<file path="src/rtl/alu_arbiter.sv">
// Two-requester round-robin front end sharing one Hack ALU; IDLE -> EXEC -> HOLD per operation.
// Define ALU_ARBITER_FLAGS_EN to add registered zero/negative flags (o_Rsp_ZR, o_Rsp_NG).
module alu_arbiter (
    input  logic        i_Clk,
    input  logic        i_Rst_n,
    input  logic        i_Req0_Valid,
    output logic        o_Req0_Ready,
    input  logic [15:0] i_Req0_X,
    input  logic [15:0] i_Req0_Y,
    input  logic [5:0]  i_Req0_Ctl,
    input  logic        i_Req1_Valid,
    output logic        o_Req1_Ready,
    input  logic [15:0] i_Req1_X,
    input  logic [15:0] i_Req1_Y,
    input  logic [5:0]  i_Req1_Ctl,
    output logic        o_Rsp_Valid,
    input  logic        i_Rsp_Ready,
    output logic        o_Rsp_Id,
    output logic [15:0] o_Rsp_Data,
    output logic        o_Busy
`ifdef ALU_ARBITER_FLAGS_EN
    ,
    output logic        o_Rsp_ZR,
    output logic        o_Rsp_NG
`endif
);

    typedef enum logic [1:0] {
        IDLE = 2'd0,
        EXEC = 2'd1,
        HOLD = 2'd2
    } state_t;

    state_t      state;
    logic        ptr;
    logic [15:0] op_x;
    logic [15:0] op_y;
    logic [5:0]  op_ctl;
    logic        op_id;

    logic        grant0;
    logic        grant1;
    logic [15:0] alu_x;
    logic [15:0] alu_y;
    logic [15:0] alu_f;
    logic [15:0] alu_out;

    // Ready is gated by reset so neither requester can see a grant while the block is held in reset.
    always_comb begin
        grant0 = 1'b0;
        grant1 = 1'b0;
        if (state == IDLE && i_Rst_n) begin
            if (i_Req0_Valid && (!i_Req1_Valid || !ptr))
                grant0 = 1'b1;
            else if (i_Req1_Valid)
                grant1 = 1'b1;
        end
    end

    assign o_Req0_Ready = grant0;
    assign o_Req1_Ready = grant1;
    assign o_Busy       = (state != IDLE);

    always_comb begin
        alu_x   = op_ctl[5] ? 16'h0000 : op_x;
        alu_x   = op_ctl[4] ? ~alu_x : alu_x;
        alu_y   = op_ctl[3] ? 16'h0000 : op_y;
        alu_y   = op_ctl[2] ? ~alu_y : alu_y;
        alu_f   = op_ctl[1] ? (alu_x + alu_y) : (alu_x & alu_y);
        alu_out = op_ctl[0] ? ~alu_f : alu_f;
    end

    always_ff @(posedge i_Clk or negedge i_Rst_n) begin
        if (!i_Rst_n) begin
            state       <= IDLE;
            ptr         <= 1'b0;
            op_x        <= 16'h0000;
            op_y        <= 16'h0000;
            op_ctl      <= 6'd0;
            op_id       <= 1'b0;
            o_Rsp_Valid <= 1'b0;
            o_Rsp_Id    <= 1'b0;
            o_Rsp_Data  <= 16'h0000;
        end else begin
            case (state)
                IDLE: begin
                    if (grant0 || grant1) begin
                        op_x   <= grant1 ? i_Req1_X   : i_Req0_X;
                        op_y   <= grant1 ? i_Req1_Y   : i_Req0_Y;
                        op_ctl <= grant1 ? i_Req1_Ctl : i_Req0_Ctl;
                        op_id  <= grant1;
                        ptr    <= grant0;
                        state  <= EXEC;
                    end
                end
                EXEC: begin
                    o_Rsp_Data  <= alu_out;
                    o_Rsp_Id    <= op_id;
                    o_Rsp_Valid <= 1'b1;
                    state       <= HOLD;
                end
                HOLD: begin
                    if (i_Rsp_Ready) begin
                        o_Rsp_Valid <= 1'b0;
                        state       <= IDLE;
                    end
                end
                default: begin
                    o_Rsp_Valid <= 1'b0;
                    state       <= IDLE;
                end
            endcase
        end
    end

`ifdef ALU_ARBITER_FLAGS_EN
    always_ff @(posedge i_Clk or negedge i_Rst_n) begin
        if (!i_Rst_n) begin
            o_Rsp_ZR <= 1'b0;
            o_Rsp_NG <= 1'b0;
        end else if (state == EXEC) begin
            o_Rsp_ZR <= (alu_out == 16'h0000);
            o_Rsp_NG <= alu_out[15];
        end
    end
`endif

endmodule

</file>
<file path="config.mk">
export PLATFORM = sky130hd
export DESIGN_NAME = alu_arbiter
export DESIGN_NICKNAME = d
export VERILOG_FILES = /design/src/rtl/alu_arbiter.sv
export SDC_FILE = /design/constraint.sdc
export NUM_CORES = 1
export LEC_CHECK = 0
export CAP_MARGIN = 20
export CORE_MARGIN = 4
export CORE_UTILIZATION = 55
export DETAILED_ROUTE_END_ITERATION = 10
export PLACE_DENSITY = 0.85
export SYNTH_ARGS = -nofsm -noshare
export SYNTH_HDL_FRONTEND = slang
export SYNTH_SLANG_ARGS = --single-unit
export TNS_END_PERCENT = 30
</file>
<file path="constraint.sdc">
create_clock -name i_Clk -period 6.1 [get_ports i_Clk]
set_input_delay 1.22 -clock i_Clk [delete_from_list [all_inputs] [get_ports i_Clk]]
set_output_delay 1.22 -clock i_Clk [all_outputs]
set_load 0.02 [all_outputs]
</file>
# Word-level counts from Yosys, hierarchy flattened
# Cells that the tools add are included.
dict set report op_classes {
  bitwise_logic 5
  addsub 1
  n_eq_ne 4
  n_reduce_logical 11
  mux 19
}
# op count
set ops {}
lappend ops {{two-way mux 16 bit} 8}
lappend ops {{inverter 16 bit} 3}
lappend ops {{adder 16 bit} 1}
lappend ops {{bitwise AND 16 bit} 1}
lappend ops {{two-way mux 1 bit} 6}
lappend ops {{two-way mux 6 bit} 1}
lappend ops {{case mux 2 bit (3 select lines)} 1}
lappend ops {{AND reduction 2 bit} 3}
lappend ops {{two-way mux 2 bit} 2}
lappend ops {{case mux 1 bit (3 select lines)} 1}
lappend ops {{== test 2 x 1 -> 1 bit, second input constant} 1}
lappend ops {{== test 2 bit, second input constant} 1}
lappend ops {{logical AND 1 bit} 2}
lappend ops {{logical NOT 1 bit} 2}
lappend ops {{logical NOT 2 bit} 1}
lappend ops {{logical OR 1 bit} 2}
lappend ops {{inequality test 2 x 1 -> 1 bit, second input constant} 1}
lappend ops {{inequality test 2 bit, second input constant} 1}
lappend ops {{nonzero test 2 bit} 1}
lappend ops {{inverter 1 bit} 1}
dict set report totals {
  wordCells 49
  input_bits 81
  reg_bits 60
  out_inout_bits 21
}

# Depth between registers and ports, before layout
dict set report depth {
  ltp_word 8
  mapped_depth 11
}

# Worst setup path after synthesis
# No wires, ideal clock.
dict set report synth_timing {
  path_type {input-to-output}
  from {in i_Rst_n}
  to {out o_Req1_Ready}
  slack_ps 2814
  arrival_ps 2066
  path_stages 5
  path_buffers 1
  path_cell_list {inv_1 -> nor2_1 -> nand3_1 -> inv_1 -> clkbuf_1}
}
dict set report synth_between {
  elab_chain_cells 2
}
# element line_no
set synth_lines {}
lappend synth_lines {{start, declared} 5} ;# input logic i_Rst_n,
lappend synth_lines {{logical AND 1 bit} 52} ;# if (state == IDLE && i_Rst_n) begin
lappend synth_lines {{two-way mux 1 bit} 52}
lappend synth_lines {{end, declared} 12} ;# output logic o_Req1_Ready,
# Every way passes these cells.

# Worst setup path in the final report
dict set report layout_timing {
  from {in i_Req1_Valid}
  to {out o_Req1_Ready}
}
dict set report layout_between {
  elab_chain_cells 5
}
# element line_no
set layout_lines {}
lappend layout_lines {{start, declared} 11} ;# input logic i_Req1_Valid,
lappend layout_lines {{logical NOT 1 bit} 53} ;# if (i_Req0_Valid && (!i_Req1_Valid || !ptr))
lappend layout_lines {{logical OR 1 bit} 53}
lappend layout_lines {{logical AND 1 bit} 53}
lappend layout_lines {{two-way mux 1 bit (*)} 53}
lappend layout_lines {{two-way mux 1 bit (*)} 52}
# Mark *: on every way between the ends. The rest lies on a longest branch, timed or not.

==> results.ini <==
[cts]
post_cts_hold_buffer_count=0
clock_latency_ns=0.34
cts-root-buf=sky130_fd_sc_hd__clkbuf_8
path_clk_slew_ns=0.07
htree_levels=3
post_cts.repair.setup_buffers=0
cts_max_path_buffers=2
ctsResizeCount=0
tritoncts.num_buffers=9
tritoncts=yes
clock_sink_count=60

[die]
row_count=32
die_w_um=96.7
chipHeight_um=96.7
ios=102
die_area_sq_mm=0.00934
floorplan.initialDensity_pct=56.2
core_area_sq_mm=0.00769

[hold_path]
timing.hold.worst.start=o_Rsp_Data[3]
hold_path_class=reg -> reg

[cells_and_area]
drive_above_1_share_pct=5.30
sequential_cell_area_sq_mm=0.00150
layout.cells.non_filler=725
layout_commonest_cell=sky130_fd_sc_hd__nand2_1
layout_common_cells=sky130_fd_sc_hd__nand2_1, sky130_fd_sc_hd__clkdlybuf4s50_1, sky130_fd_sc_hd__dfrtp_1
multiInputGateArea_sq_mm=0.00265
n_fill_cell=598
flow.area_growth_from_synthesis_pct=29.9
layout.nets=717
antenna_cells=0

[placed_design]
post-dp-hpwl_um=8460
placed_cells_incl_taps=709
numPortBuffers=101
finalWeightedCongestion=0.941

[timing]
final_hold_viol_count=0
relSlewSlack_pct=46.1
timing_max_transition_violations_final=0
finalCriticalPeriod_ns=4.17
period_share_pct=68.3
tightestPinTransition_ns=0.809
finalSetupViolCount=0
grt_setup_unrepaired=no
final.setup.tns_ns=0
worst_clock_skew_ns=0.0100
max_freq_mhz=240

[synth]
async_reset_ff_share_pct=100
sequential_element_share_of_the_synthesized_area_pct=34.7
syn-mean-instance-area_sq_um=8.05
yosys_register_bits=60
synth-edff-count=0
synth.distinct_cells=58
net_count_after_synthesis=635
dominantRegCellSynth=sky130_fd_sc_hd__dfrtp_1
synth-warning-count=0
syn_inst=537
mappedNetlistArea_sq_mm=0.00432

[routing]
detailedRoute.firstIterationViolations=291
antenna_left=0
detailedRoute.firstPassIterationCount=5
final_routed_wirelength_um=11300
drcViolationCount=0
ratio_of_routed_vias_to_standard_cells=5.65
wl_per_cell_um=15.5
route.vias.total=4095

[critical_path]
startpoint_of_the_worst_slack_reg_to_reg_timing_path=op_ctl[4]
critical_path_required_ns=4.88
cp-startpoint=i_Req1_Valid
worst-path-max-fanout=37
ws_path_type=in -> out
kind_of_end_point_of_the_critical_path=output pin
critPathArrivalTime_ns=2.95
cp-start-kind=input pin

[global_routing]
first_global_vias=4090
grt_overflow_total=0
global_router_s_overall_resource_usage_pct=24.0
maximum_number_of_pins_on_one_net_before_global_route_repair=78
number_of_antenna_violations_at_the_first_check_in_global_routing=0
grt_first_pass_wirelength_um=18700

[run_status]
status=complete, no violations

[run]
max_cap_violations=0

-- synth_stat cells, drive strengths merged, types with 4 or more instances --
cell | instances | share of area, %
dfrtp | 60 | 35
a21o | 5 | 0.87
o211ai | 4 | 0.69
a21oi | 20 | 2.3
xnor2 | 45 | 9.1
buf | 14 | 1.4
nor2 | 50 | 4.3
nand2 | 109 | 9.5
clkbuf | 22 | 1.9
mux2i | 5 | 1.2
nor3 | 5 | 0.58
o21ai | 24 | 2.9
ha | 16 | 4.6
a211oi | 12 | 2.2
a31oi | 39 | 5.6
nand2b | 39 | 5.6
inv | 8 | 0.69
nand3 | 7 | 0.81
-- flip-flops by register name, indices dropped and copies added (netlist names) --
register     count
o_Rsp_Id         1
state            2
op_x            16
op_ctl           6
ptr              1
o_Rsp_Data      16
op_id            1
op_y            16
o_Rsp_Valid      1
-- final cells by class --
type / count / share of cell area, %
Tap cell: 102 / 2.27
Sequential cell: 60 / 26.7
Timing Repair Buffer: 107 / 19.1
Clock buffer: 10 / 2.45
Inverter: 8 / 0.535
Clock inverter: 5 / 1.78
Multi-Input combinational cell: 433 / 47.1
-- worst max-delay path, stage by stage --
cell and delay [ns]:
sky130_fd_sc_hd__clkdlybuf4s50_1 0.54, sky130_fd_sc_hd__nand3_1 0.11, sky130_fd_sc_hd__inv_1 0.20, sky130_fd_sc_hd__buf_16 0.21
sky130_fd_sc_hd__clkdlybuf4s50_1 0.64
-- routing by layer --
metal | GRT usage [%] | up-vias | part of all wire [%]
met5 | 0 | - | 0
met2 | 38.9 | 156 | 47
li1 | - | 2026 | -
met4 | 11.0 | 0 | 3.3
met3 | 4.33 | 24 | 6.3
met1 | 31.3 | 1889 | 44
-- kinds of logic (layout without fill, tap and decap cells) --
kind of cell / Yosys count / in the layout / share of synthesized area (%)
AOI/OAI and AO/OA: 133 / 133 / 21.0
adders and majority gates: 17 / 17 / 5.09
xor gates and xnor gates: 46 / 46 / 9.32
muxes: 6 / 6 / 1.42
DFF: 60 / 60 / 34.7
buffers and inverters: 44 / 130 / 4.05
and+or+nand+nor: 231 / 231 / 24.3
-- per-stage QoR --
| stage | cell area, sq um | setup slack [ns] | utilization (%) | hold slack (ns) |
|---|---|---|---|---|
| after global routing | 5620 | 1.88 | 73.0 | 0.506 |
| after detailed placement | 5350 | 1.40 | 69.6 | 0.468 |
| after global placement | 5350 | 1.48 | 69.6 | 0.460 |
| after floorplan | 4320 | 2.81 | - | 0.459 |
| final | 5620 | 1.93 | 73.0 | 0.476 |
| after CTS | 5590 | 1.39 | 72.7 | 0.484 |
-- final timing paths --
path	endpoint	slack, ns	cells after the start
max	o_Req1_Ready	1.93	5
max in group asynchronous	o_Rsp_Data[13]	4.55	2
min	o_Rsp_Data[3]	0.48	2
max reg2reg	o_Rsp_Data[12]	2.57	9
min in group asynchronous	o_Rsp_Data[1]	1.04	2
min reg2reg	o_Rsp_Data[3]	0.48	2
Power is not shown: default switching activity piles up to over one toggle a cycle in this logic, so the estimate is an artifact.
